**config.mk**
```make
export PLATFORM = sky130hd
export DESIGN_NAME = fetch_req_tracker
export DESIGN_NICKNAME = d
export VERILOG_FILES = /design/src/rtl/fetch_req_tracker.sv
export SDC_FILE = /design/constraint.sdc
export NUM_CORES = 1
export LEC_CHECK = 0
export ABC_AREA = 1
export BUFFER_PORTS_ARGS = -buffer_cell sky130_fd_sc_hd__clkbuf_2
export CAP_MARGIN = 0
export CORE_MARGIN = 5
export CORE_UTILIZATION = 58
export DETAILED_ROUTE_END_ITERATION = 8
export GPL_TIMING_DRIVEN = 0
export PLACE_DENSITY = 0.92
export SLEW_MARGIN = 20
export SYNTH_ARGS = -nofsm -noshare
export SYNTH_HDL_FRONTEND = slang
export SYNTH_SLANG_ARGS = --single-unit
```
**constraint.sdc**
```tcl
create_clock -name clk -period 6 [get_ports clk]
set_input_delay 1.8 -clock clk [delete_from_list [all_inputs] [get_ports clk]]
set_output_delay 1.8 -clock clk [all_outputs]
set_load 0.1 [all_outputs]
```
**src/rtl/fetch_req_tracker.sv**
```systemverilog
// Split-transaction fetch tracker: issues IF requests to memory, counts in-flight fetches,
// buffers in-order responses in a small FIFO and discards responses of pre-flush requests.
module fetch_req_tracker #(
    parameter  int ADDR_W = 32,
    parameter  int DATA_W = 32,
    parameter  int DEPTH  = 4,
    localparam int CNT_W  = $clog2(DEPTH + 1)
) (
    input  logic              clk,
    input  logic              resetn,
    input  logic              cpu_req_valid,
    input  logic [ADDR_W-1:0] cpu_req_addr,
    output logic              cpu_req_ready,
    output logic              cpu_rsp_valid,
    output logic [DATA_W-1:0] cpu_rsp_data,
    input  logic              cpu_rsp_ready,
    input  logic              flush,
    output logic              req,
    output logic [ADDR_W-1:0] addr,
    input  logic              addr_ok,
    input  logic              data_ok,
    input  logic [DATA_W-1:0] rdata,
    output logic [CNT_W-1:0]  outstanding,
    output logic              proto_err
);

    localparam int              PTR_W    = (DEPTH > 1) ? $clog2(DEPTH) : 1;
    localparam logic [PTR_W-1:0] PTR_LAST = PTR_W'(DEPTH - 1);
    localparam logic [CNT_W:0]   CAP      = (CNT_W + 1)'(DEPTH);

    logic [CNT_W-1:0]  in_flight, in_flight_nx;
    logic [CNT_W-1:0]  discard, discard_nx;
    logic [CNT_W-1:0]  fifo_cnt, fifo_cnt_nx;
    logic [PTR_W-1:0]  wr_ptr, wr_ptr_nx;
    logic [PTR_W-1:0]  rd_ptr, rd_ptr_nx;
    logic [DATA_W-1:0] mem [DEPTH];
    logic [CNT_W:0]    total;
    logic              cap_ok;
    logic              accept;
    logic              stray;
    logic              rsp_evt;
    logic              push;
    logic              pop;

    function automatic logic [PTR_W-1:0] ptr_inc(input logic [PTR_W-1:0] p);
        return (p == PTR_LAST) ? '0 : p + PTR_W'(1);
    endfunction

    // A slot is reserved for every in-flight request, so the FIFO cannot overflow.
    assign total  = {1'b0, in_flight} + {1'b0, fifo_cnt};
    assign cap_ok = (total < CAP);

    assign req           = resetn & cpu_req_valid & cap_ok & ~flush;
    assign accept        = req & addr_ok;
    assign cpu_req_ready = accept;
    assign addr          = cpu_req_addr;

    assign cpu_rsp_valid = (fifo_cnt != '0);
    assign cpu_rsp_data  = mem[rd_ptr];
    assign outstanding   = total[CNT_W-1:0];

    // A response with nothing in flight is a protocol violation and is otherwise ignored.
    assign stray   = data_ok & (in_flight == '0);
    assign rsp_evt = data_ok & ~stray;
    assign push    = rsp_evt & ~flush & (discard == '0);
    assign pop     = cpu_rsp_valid & cpu_rsp_ready & ~flush;

    always_comb begin
        in_flight_nx = in_flight + CNT_W'(accept) - CNT_W'(rsp_evt);
        discard_nx   = discard;
        fifo_cnt_nx  = fifo_cnt + CNT_W'(push) - CNT_W'(pop);
        wr_ptr_nx    = push ? ptr_inc(wr_ptr) : wr_ptr;
        rd_ptr_nx    = pop  ? ptr_inc(rd_ptr) : rd_ptr;
        if (flush) begin
            // Everything still in flight now belongs to the old stream.
            discard_nx  = in_flight_nx;
            fifo_cnt_nx = '0;
            wr_ptr_nx   = '0;
            rd_ptr_nx   = '0;
        end else if (rsp_evt && (discard != '0)) begin
            discard_nx = discard - CNT_W'(1);
        end
    end

    always_ff @(posedge clk or negedge resetn) begin
        if (!resetn) begin
            in_flight <= '0;
            discard   <= '0;
            fifo_cnt  <= '0;
            wr_ptr    <= '0;
            rd_ptr    <= '0;
            proto_err <= 1'b0;
        end else begin
            in_flight <= in_flight_nx;
            discard   <= discard_nx;
            fifo_cnt  <= fifo_cnt_nx;
            wr_ptr    <= wr_ptr_nx;
            rd_ptr    <= rd_ptr_nx;
            if (stray) begin
                proto_err <= 1'b1;
            end
        end
    end

    always_ff @(posedge clk) begin
        if (push) begin
            mem[wr_ptr] <= rdata;
        end
    end

endmodule
```
==> metrics.sh, run 1 <==
N_ANTENNA_CELL=0
MAXCAPVIOLATIONS=0
CRITICAL_PATH.MAX_FANOUT=15
SETUP_REPAIR_AFTER_GLOBAL_ROUTING_MISSED_ITS_MARGIN='no'
GPL.FINAL_WEIGHTED_CONGESTION=0.811
CRITICAL_PATH_ARRIVAL_PS=3130
DRIVE_ABOVE_1_SHARE_PCT=39.2
OUTCOME='finished, final reports clean'
DESIGN.FINAL.NETS=686
CLKSLEWWORSTSETUPHOLDPATHS_PS=60
INITIAL_UTILIZATION_PCT=58.5
MOSTFREQUENTLAYOUTCELL='sky130_fd_sc_hd__edfxtp_1'
NETLIST_AREA_UM2=6280
MAX-CLOCK-PATH-BUFFERS=2
CTSHTREEMAXLEVEL=4
TRITONCTS_NUM_SINKS=142
1ST_PASS_ROUTER_ITERATIONS=4
ROUTED_WL_UM=13400
FINAL_MAX_SLEW_VIOL_COUNT=0
DIE_AREA_UM2=13000
TIMING.FMAX_MHz=203
DIE_H_UM=114
FIRST_GLOBAL_VIAS=4175
FLOORPLAN.ROWS=38
CLOCK_LATENCY_PS=510
AREAGROWTHSYNTHTOFINISH_PCT=22.8
ANT_NETS=0
START_KIND='primary input'
NUMBER_OF_BUFFERS_INSERTED_DURING_CLOCK_TREE_SYNTHESIS=17
VIA_PER_INST=5.40
TRITONCTS_CLOCK_TREE='done'
TIMING_HOLD_VIOLATIONS_FINAL=0
SYNTH-SEQ-AREA-SHARE_PCT=66.7
WORSTPATHREQUIRED_PS=4200
GR-TOTAL-OVERFLOW=0
SYN_AREA_PER_CELL_UM2=13.5
CTS.REPAIR_TIMING.SETUP_BUFFER_COUNT=0
POST-SYNTH-TOP-AREA-FRACTION_PCT=61.2
TIMING.MAX_SLEW.REL_SLACK_PCT=55.8
CORE_UM2=10700
MAX_SLEW.WORST_PIN.SLEW_PS=661
CTS_HOLD_BUF=0
TIMING.SETUP.TNS_PS=0
WORST_HOLD_PATH_TYPE='reg -> reg'
BOUNDARYPINS=142
POST_DRT_WL_PER_CELL_UM=17.8
DETAIL_ROUTE.DRC_VIOLATIONS=0
CTS.ROOT.BUFFER_CELL='sky130_fd_sc_hd__clkbuf_8'
LAYOUT_WORST_PATH_CYCLE_SHARE_PCT=82.2
GRT_ANTENNA_BEFORE_REPAIR=0
POSTSYNTHNETCOUNT=554
POSTCTSRESIZEDCELLS=0
DIE_X_UM=114
GRT_FIRST_PASS_WIRELENGTH_UM=21100
CRITPATHCAPTURETYPE='output port'
SYNTHTOPCELLSBYAREA='sky130_fd_sc_hd__edfxtp_1, sky130_fd_sc_hd__dfrtp_1, sky130_fd_sc_hd__o21ai_0, sky130_fd_sc_hd__o22ai_2, sky130_fd_sc_hd__buf_4'
MINIMUM_CLOCK_PERIOD_PS=4930
YS_FF_LATCH=142
YS_WARN_COUNT=0
DETAILEDPLACEMENTHPWL_UM=9170
MOSTFREQUENTLAYOUTCELLS='sky130_fd_sc_hd__edfxtp_1, sky130_fd_sc_hd__clkbuf_2, sky130_fd_sc_hd__o21ai_0'
PATH_CLASS='in -> out'
GRT_USAGE_PCT=21.2
GRT_MAX_DEGREE=19
VIAS=4060
FINALCLOCKSKEW_PS=9.16
NETLIST-CELL-TYPE-COUNT=28
SYNTHESIS.INSTANCES=467
SETUP_VIOL_COUNT_FINAL=0
PORT_BUFFERS=109
DRT-INITIAL-DRC-COUNT=219
SYNTH.LARGEST_AREA_CELL='sky130_fd_sc_hd__edfxtp_1'
-- stage by stage --
step | util [%] | worst slack [ps] | area [um^2] | cells | hold slack (ps)
final | 71.8 | 1070 | 7720 | 752 | 481
after detailed placement | 66.5 | 1030 | 7150 | 720 | 463
after CTS | 71.8 | 1030 | 7720 | 752 | 486
after global routing | 71.8 | 937 | 7720 | 752 | 527
after global placement | 65.2 | 940 | 7010 | 716 | 460
after floorplan | - | 829 | 6280 | 467 | 504
-- cells in the mapped netlist, drive strengths merged --
master and instances:
o22ai 32, edfxtp 128, buf 45, o21ai 71
nor3 1, a21boi 1, xnor2 1, dfrtp 14
inv 31, xor2 3, a31o 1, ha 13
nand2 23, clkbuf 8, nand4 3, nor2 80
nand3 9, fa 3
-- cell type report --
class / instances / area, um^2
Timing Repair Buffer: 113 / 656
Inverter: 31 / 121
Clock buffer: 25 / 484
Sequential cell: 142 / 4190
Clock inverter: 7 / 87.6
Multi-Input combinational cell: 241 / 1600
Buffer: 53 / 399
Fill cell: 747 / 3030
Tap cell: 140 / 175
-- registers in the layout, indices dropped and copies added (netlist names) --
| signal | count |
|---|---|
| discard | 3 |
| mem | 128 |
| wr_ptr | 2 |
| fifo_cnt | 3 |
| rd_ptr | 2 |
| in_flight | 3 |
| proto_err | 1 |
-- kinds of logic (layout without fill, tap and decap cells) --
logic type	Yosys count	in the layout	share of synthesized area (%)
adder cells (fa/ha/maj)	16	16	3.54
flip-flops	142	142	66.7
buffers and inverters	84	229	8.28
AND/OR/NAND/NOR	116	116	9.68
AO/OA/AOI/OAI	105	105	11.2
XOR/XNOR	4	4	0.558
-- worst max-delay path: stages --
cell and delay, ps:
sky130_fd_sc_hd__clkbuf_2 320, sky130_fd_sc_hd__nand2_1 90, sky130_fd_sc_hd__nor3_1 140, sky130_fd_sc_hd__nand3_1 120, sky130_fd_sc_hd__nor2_1 170, sky130_fd_sc_hd__clkbuf_2 490
-- worst paths after layout --
kind	startpoint	end	slack [ps]	cells after the start
worst min-delay path	proto_err	proto_err	480	1
min in group asynchronous	resetn	discard[1]	1200	1
max in group asynchronous	resetn	rd_ptr[1]	4510	1
worst max register to register	fifo_cnt[0]	discard[1]	3470	12
worst max-delay path	resetn	cpu_req_ready	1070	6
worst min register to register	proto_err	proto_err	480	1
-- routing by layer --
layer	global-route usage (%)	wire, um
met5	0	0
met4	9.18	114
met3	4.92	1190
met2	36.7	7020
met1	25.5	5030
Power of run 1 is left out: the tool's default activity adds up to more than one toggle a clock period on the data nets, which glitch-free logic cannot reach.
==> inputs of run 2 (changes only) <==
- CORE_UTILIZATION: 58 -> 49
- PLACE_DENSITY: 0.92 -> 0.83
- clock period: 6 -> 4.02 ns (I/O delays scaled with it)
==> metrics.sh, run 2 (synthesis results as in run 1) <==
CORE_UM2=12600  # +17%
SETUP_REPAIR_AFTER_GLOBAL_ROUTING_MISSED_ITS_MARGIN='no'
FLOORPLAN.ROWS=41  # +7.9%
GPL.FINAL_WEIGHTED_CONGESTION=0.772  # -4.7%
CRITICAL_PATH_ARRIVAL_PS=2550  # -580 ps
WORST_HOLD_PATH_TYPE='reg -> reg'
GRT_ANTENNA_BEFORE_REPAIR=0  # unchanged
TRITONCTS_CLOCK_TREE='done'
ROUTED_WL_UM=13500  # +0.89%
FILLERINSTANCES=976  # +31%
START_KIND='primary input'
LARGEST-REGISTER='mem'
GR-TOTAL-OVERFLOW=0  # unchanged
GRT_USAGE_PCT=18.4  # -2.8 points
PATH_CLASS='in -> out'
VIA_PER_INST=5.21  # -3.5%
LAYOUT_WORST_PATH_CYCLE_SHARE_PCT=93.4
SETUP_VIOL_COUNT_FINAL=0  # unchanged
TIMING.REG2REG.WORST_PATH_DEPTH=12  # unchanged
AREAGROWTHSYNTHTOFINISH_PCT=23.7
FIN_WORST_HOLD_SLACK_PS=483  # +2.64 ps
FINALCLOCKSKEW_PS=11.2  # +2.07 ps
INITIAL_UTILIZATION_PCT=49.8  # -8.7 points
POSTCTSRESIZEDCELLS=0  # unchanged
WORSTPATHREQUIRED_PS=2810  # -1390 ps
MAXCAPVIOLATIONS=0  # unchanged
MAX-CLOCK-PATH-BUFFERS=2  # unchanged
DESIGN.FINAL.NETS=686  # unchanged
DRIVE_ABOVE_1_SHARE_PCT=39.5  # +0.33 points
VIAS=4083  # +0.57%
DETAIL_ROUTE.DRC_VIOLATIONS=0  # unchanged
DIE_X_UM=123  # +8.0%
CLOCK_LATENCY_PS=410  # -100 ps
CTS_HOLD_BUF=0  # unchanged
DIE_AREA_UM2=15200  # +17%
R2R_SLACK_PS=1490  # -1980 ps
FIRST_GLOBAL_VIAS=4248  # +1.7%
GRT_FIRST_PASS_WIRELENGTH_UM=20800  # -1.3%
TIMING.RR.END='discard[1]'
CRIT_PATH_START='resetn'
CTS.ROOT.BUFFER_CELL='sky130_fd_sc_hd__clkbuf_16'
WORSTREG2REGSTART='fifo_cnt[0]'
TRITONCTS_NUM_SINKS=142  # unchanged
MOSTFREQUENTLAYOUTCELLS='sky130_fd_sc_hd__edfxtp_1, sky130_fd_sc_hd__clkbuf_2, sky130_fd_sc_hd__o21ai_0'
ANT_NETS=0  # unchanged
MINIMUM_CLOCK_PERIOD_PS=3750
TIMING_HOLD_VIOLATIONS_FINAL=0  # unchanged
FLIP_FLOP_COUNT_OF_THE_LARGEST_REGISTER_ALL_COPIES_AND_WORDS_ADDED=128  # unchanged
CRITPATHCAPTURETYPE='output port'
NUMBER_OF_BUFFERS_INSERTED_DURING_CLOCK_TREE_SYNTHESIS=17  # unchanged
DRT-INITIAL-DRC-COUNT=257  # +17%
SETUP.WORST_PATH.END='cpu_req_ready'
PORT_BUFFERS=109  # unchanged
DIE_H_UM=123  # +8.0%
TIMING.SETUP.TNS_PS=0  # unchanged
DETAILEDPLACEMENTHPWL_UM=9070  # -1.2%
GRT_MAX_DEGREE=19  # unchanged
CTS.REPAIR_TIMING.SETUP_BUFFER_COUNT=0  # unchanged
BOUNDARYPINS=142  # unchanged
MOSTFREQUENTLAYOUTCELL='sky130_fd_sc_hd__edfxtp_1'
CRITICAL_PATH.MAX_FANOUT=15  # unchanged
CLKSLEWWORSTSETUPHOLDPATHS_PS=60  # about the same
MAX_SLEW.WORST_PIN.SLEW_PS=658  # -3.23 ps
CTSHTREEMAXLEVEL=4  # unchanged
POST_DRT_WL_PER_CELL_UM=17.2  # -3.2%
TIMING.FMAX_MHz=266
FINAL_MAX_SLEW_VIOL_COUNT=0  # unchanged
TIMING.MAX_SLEW.REL_SLACK_PCT=56.0  # +0.22 points
OUTCOME='finished, final reports clean'
1ST_PASS_ROUTER_ITERATIONS=4  # unchanged
N_ANTENNA_CELL=0  # unchanged
TIMING.HOLD.WORST_PATH_DEPTH=1  # unchanged
-- run 2: cell types whose count changed in the layout (fill, tap and decap cells not counted) --
cell / before / now
sky130_fd_sc_hd__clkinvlp_4: 1 / 4
sky130_fd_sc_hd__clkbuf_16: 16 / 17
sky130_fd_sc_hd__clkbuf_1: 12 / 10
sky130_fd_sc_hd__clkbuf_8: 5 / 3
sky130_fd_sc_hd__clkinv_2: 4 / 3
sky130_fd_sc_hd__clkinv_4: 0 / 1
-- run 2: metal layers --
layer	wire, um	vias to the layer above	share of wire [%]	global-route usage [%]
met5	0	-	0	0
met1	5140	1983	38	20.4
met2	6920	168	51	33.7
met4	197	0	1.5	6.37
met3	1210	20	9.0	5.31
li1	-	1912	-	-
-- run 2: how the worst min path moves through the flow --
stage / startpoint / to / slack (ps)
floorplan: discard[1] / discard[1] / 500
global placement: proto_err / proto_err / 450
detailed placement: proto_err / proto_err / 480
CTS: proto_err / proto_err / 490
global route: proto_err / proto_err / 510
finish: proto_err / proto_err / 480
-- run 2: cell type report --
type	instances	area, um^2	share of cell area (%)
inverter	31	121	1.56
buffer	53	399	5.13
timing repair buffer	113	656	8.43
tap	172	215	2.77
clock buffer	22	474	6.10
sequential	142	4190	54.0
clock inverter	10	114	1.46
multi-input combinational	241	1600	20.6
-- run 2: metrics by stage --
stage | cell area (um^2) | utilization [%] | std cells | setup WS [ps]
detailed placement | 7190 | 56.9 | 752 | 247
global placement | 7050 | 55.8 | 748 | -575
finish | 7770 | 61.6 | 784 | 266
CTS | 7770 | 61.6 | 784 | 241
floorplan | 6280 | - | 467 | 37.4
global route | 7770 | 61.6 | 784 | 104
-- run 2: critical path: stages --
cell,delay [ps]
sky130_fd_sc_hd__clkbuf_2,340
sky130_fd_sc_hd__nand2_1,100
sky130_fd_sc_hd__nor3_1,140
sky130_fd_sc_hd__nand3_1,120
sky130_fd_sc_hd__nor2_1,160
sky130_fd_sc_hd__clkbuf_2,480
Power of run 2 is left out for the same reason.
==> inputs of run 3 (changes only) <==
- CELL_PAD_IN_SITES_DETAIL_PLACEMENT: not set -> 1
- CELL_PAD_IN_SITES_GLOBAL_PLACEMENT: not set -> 1
- CORE_UTILIZATION: 49 -> 39
==> metrics.sh, run 3 (synthesis results as in run 1) <==
CRITICAL_PATH.MAX_FANOUT=15  # unchanged
FIRST_GLOBAL_VIAS=4447  # +4.7%
CRITICAL_PATH_ARRIVAL_PS=2570  # +20 ps
VIA_PER_INST=4.98  # -4.4%
PRE_CTS_WS_PS=149  # -97.5 ps
MAX_SLEW.WORST_PIN.SLEW_PS=625  # -33.5 ps
POWER_PER_CELL_AREA_nW_PER_UM2=870
TIMING.CRITICAL_PATH.CELLS='clkbuf_2 > nand2_1 > nor3_1 > nand3_1 > nor2_1 > buf_2'
DRIVE_ABOVE_1_SHARE_PCT=39.3  # -0.26 points
GRT_ANTENNA_BEFORE_REPAIR=1  # +1
R2R_SLACK_PS=1430  # -60 ps
PORT_BUFFERS=109  # unchanged
DETAILROUTE.WIRELENGTH.MET2_UM=8450  # +22%
TIMING.FMAX_MHz=265  # -0.68%
NET-SWITCHING-POWER_uW=3470
OUTCOME='finished, final reports clean'
DETAILEDPLACEMENTHPWL_UM=11000  # +22%
CTS.ROOT.BUFFER_CELL='sky130_fd_sc_hd__clkbuf_16'
N_ANTENNA_CELL=0  # unchanged
ANT_NETS=0  # unchanged
POST_DRT_WL_PER_CELL_UM=19.0  # +11%
MAX-CLOCK-PATH-BUFFERS=2  # unchanged
SETUP_REPAIR_AFTER_GLOBAL_ROUTING_MISSED_ITS_MARGIN='no'
GR-TOTAL-OVERFLOW=0  # unchanged
FILLERINSTANCES=1656  # +70%
POWER.COMBINATIONAL.FRACTION_PCT=50.8
LAYOUT.CELLS.NON_FILLER=827  # +5.5%
SEQPWRFRAC_PCT=25.9
CTS.REPAIR_TIMING.SETUP_BUFFER_COUNT=0  # unchanged
DESIGN.FINAL.NETS=686  # unchanged
WORST_IR_DROP_VDD_V=0.000548
WORST_PATH_MAX_DELAY_CELL='sky130_fd_sc_hd__buf_2'
MOSTFREQUENTLAYOUTCELL='sky130_fd_sc_hd__edfxtp_1'
1ST_PASS_ROUTER_ITERATIONS=4  # unchanged
FINAL_CRITICAL_PATH_SETUP_SLACK_PS=240  # -25.7 ps
TRITONCTS_NUM_SINKS=142  # unchanged
GRT_MAX_DEGREE=21  # +2
MAX_STAGE_DELAY_PS=460  # -20 ps
GRT_USAGE_PCT=17.0  # -1.4 points
DETAIL_ROUTE.DRC_VIOLATIONS=0  # unchanged
FINAL_MAX_SLEW_VIOL_COUNT=0  # unchanged
NUMBER_OF_BUFFERS_INSERTED_DURING_CLOCK_TREE_SYNTHESIS=17  # unchanged
CLKSLEWWORSTSETUPHOLDPATHS_PS=60  # about the same
CORE_UM2=15800  # +25%
MAXCAPVIOLATIONS=0  # unchanged
FLIP_FLOP_COUNT_OF_THE_LARGEST_REGISTER_ALL_COPIES_AND_WORDS_ADDED=128  # unchanged
INITIAL_UTILIZATION_PCT=39.7  # -10 points
MOSTFREQUENTLAYOUTCELLS='sky130_fd_sc_hd__edfxtp_1, sky130_fd_sc_hd__clkbuf_2, sky130_fd_sc_hd__o21ai_0'
DRT-INITIAL-DRC-COUNT=207  # -19%
CRITPATHCAPTURETYPE='output port'
TIMING_HOLD_VIOLATIONS_FINAL=0  # unchanged
PATH_CLASS='in -> out'
ROUTED_WL_UM=15700  # +17%
DR.MAX_LAYER_USED='met5'
FINALCLOCKSKEW_PS=11.3  # +0.0450 ps
DIE_H_UM=137  # +11%
GPL.FINAL_WEIGHTED_CONGESTION=0.801  # +3.7%
TIMING.MAX_SLEW.REL_SLACK_PCT=58.2  # +2.2 points
POST-PLACE-CELLS=796  # +5.9%
LARGEST-REGISTER='mem'
POWER.SWITCHING_FRACTION_PCT=50.8
START_KIND='primary input'
BOUNDARYPINS=142  # unchanged
WORSTPATHREQUIRED_PS=2810  # about the same
TRITONCTS_CLOCK_TREE='done'
AREAGROWTHSYNTHTOFINISH_PCT=24.8
CLOCK_LATENCY_PS=420  # about the same
WIRELENGTH_MET1_UM=6140  # +19%
DIE_X_UM=137  # +11%
CTSHTREEMAXLEVEL=4  # unchanged
LAYOUT_WORST_PATH_CYCLE_SHARE_PCT=94.0  # +0.64 points
POWER.LEAKAGE_uW=0.00306
CLKPWRFRAC_PCT=23.4
SETUP_VIOL_COUNT_FINAL=0  # unchanged
MET3_LENGTH_UM=932  # -23%
GRT_FIRST_PASS_WIRELENGTH_UM=23600  # +13%
DIE_AREA_UM2=18800  # +23%
FLOORPLAN.ROWS=46  # +12%
INTPOWER_uW=3360
MINIMUM_CLOCK_PERIOD_PS=3780  # +25.7 ps
WORST_HOLD_PATH_TYPE='reg -> reg'
VIAS=4119  # +0.88%
-- run 3: changes by cell type in the layout (fill, tap and decap cells not counted), sizes merged --
cell      delta
bufinv       +2
clkinvlp     -2
clkinv       +4
buf          +1
clkbuf       -6
-- run 3: power groups by stage --
stage / registers, uW / logic, uW / clock network (uW)
4_1_cts: 1770 / 3510 / 1620
3_3_place_gp: 1790 / 3410 / 0
3_5_place_dp: 1790 / 3490 / 0
5_1_grt: 1780 / 3640 / 1690
6_report: 1760 / 3460 / 1590
2_1_floorplan: 1810 / 2830 / 0
-- run 3: repair_timing --
item	CTS	global route
hold buffers	0	0
setup endpoints to repair	0	1
gates resized for setup	0	1
-- run 3: cell type report --
type	instances	area, um^2	share of cell area, %
multi-input combinational	241	1600	20.4
timing repair buffer	113	656	8.36
clock inverter	14	175	2.23
clock buffer	17	425	5.43
tap	216	270	3.45
sequential	142	4190	53.5
buffer	53	399	5.09
inverter	31	121	1.55
-- run 3: per-layer routing --
| layer | vias to the layer above | GRT usage (%) |
|---|---|---|
| li1 | 1896 | - |
| met1 | 2081 | 18.4 |
| met2 | 123 | 32.0 |
| met3 | 17 | 4.34 |
| met4 | 2 | 5.71 |
| met5 | - | 0 |
-- run 3: per-stage QoR --
stage | power (uW) | hold slack, ps | setup TNS, ps | utilization, % | cell area, um^2
after CTS | 6890 | 485 | 0 | 49.5 | 7840
final | 6820 | 484 | 0 | 49.5 | 7840
after detailed placement | 5290 | 469 | 0 | 45.7 | 7240
after floorplan | 4640 | 504 | 0 | - | 6280
after global placement | 5200 | 456 | -76860 | 44.9 | 7100
after global routing | 7110 | 513 | 0 | 49.5 | 7840
-- run 3: path summary, 6_finish.rpt --
path | startpoint | to | cells after the start
max in group asynchronous | resetn | rd_ptr[0] | 1
hold reg to reg | proto_err | proto_err | 1
min in group asynchronous | resetn | proto_err | 1
setup reg to reg | fifo_cnt[0] | discard[1] | 12
hold / removal | proto_err | proto_err | 1
setup / recovery | resetn | cpu_req_ready | 6
-- run 3: worst max-delay path: cells and delay by family --
family / cells / cell delay, ps
buffers and inverters: 2 / 800
AND/OR/NAND/NOR: 4 / 560
No activity file was read; power rests on OpenSTA's default activity.
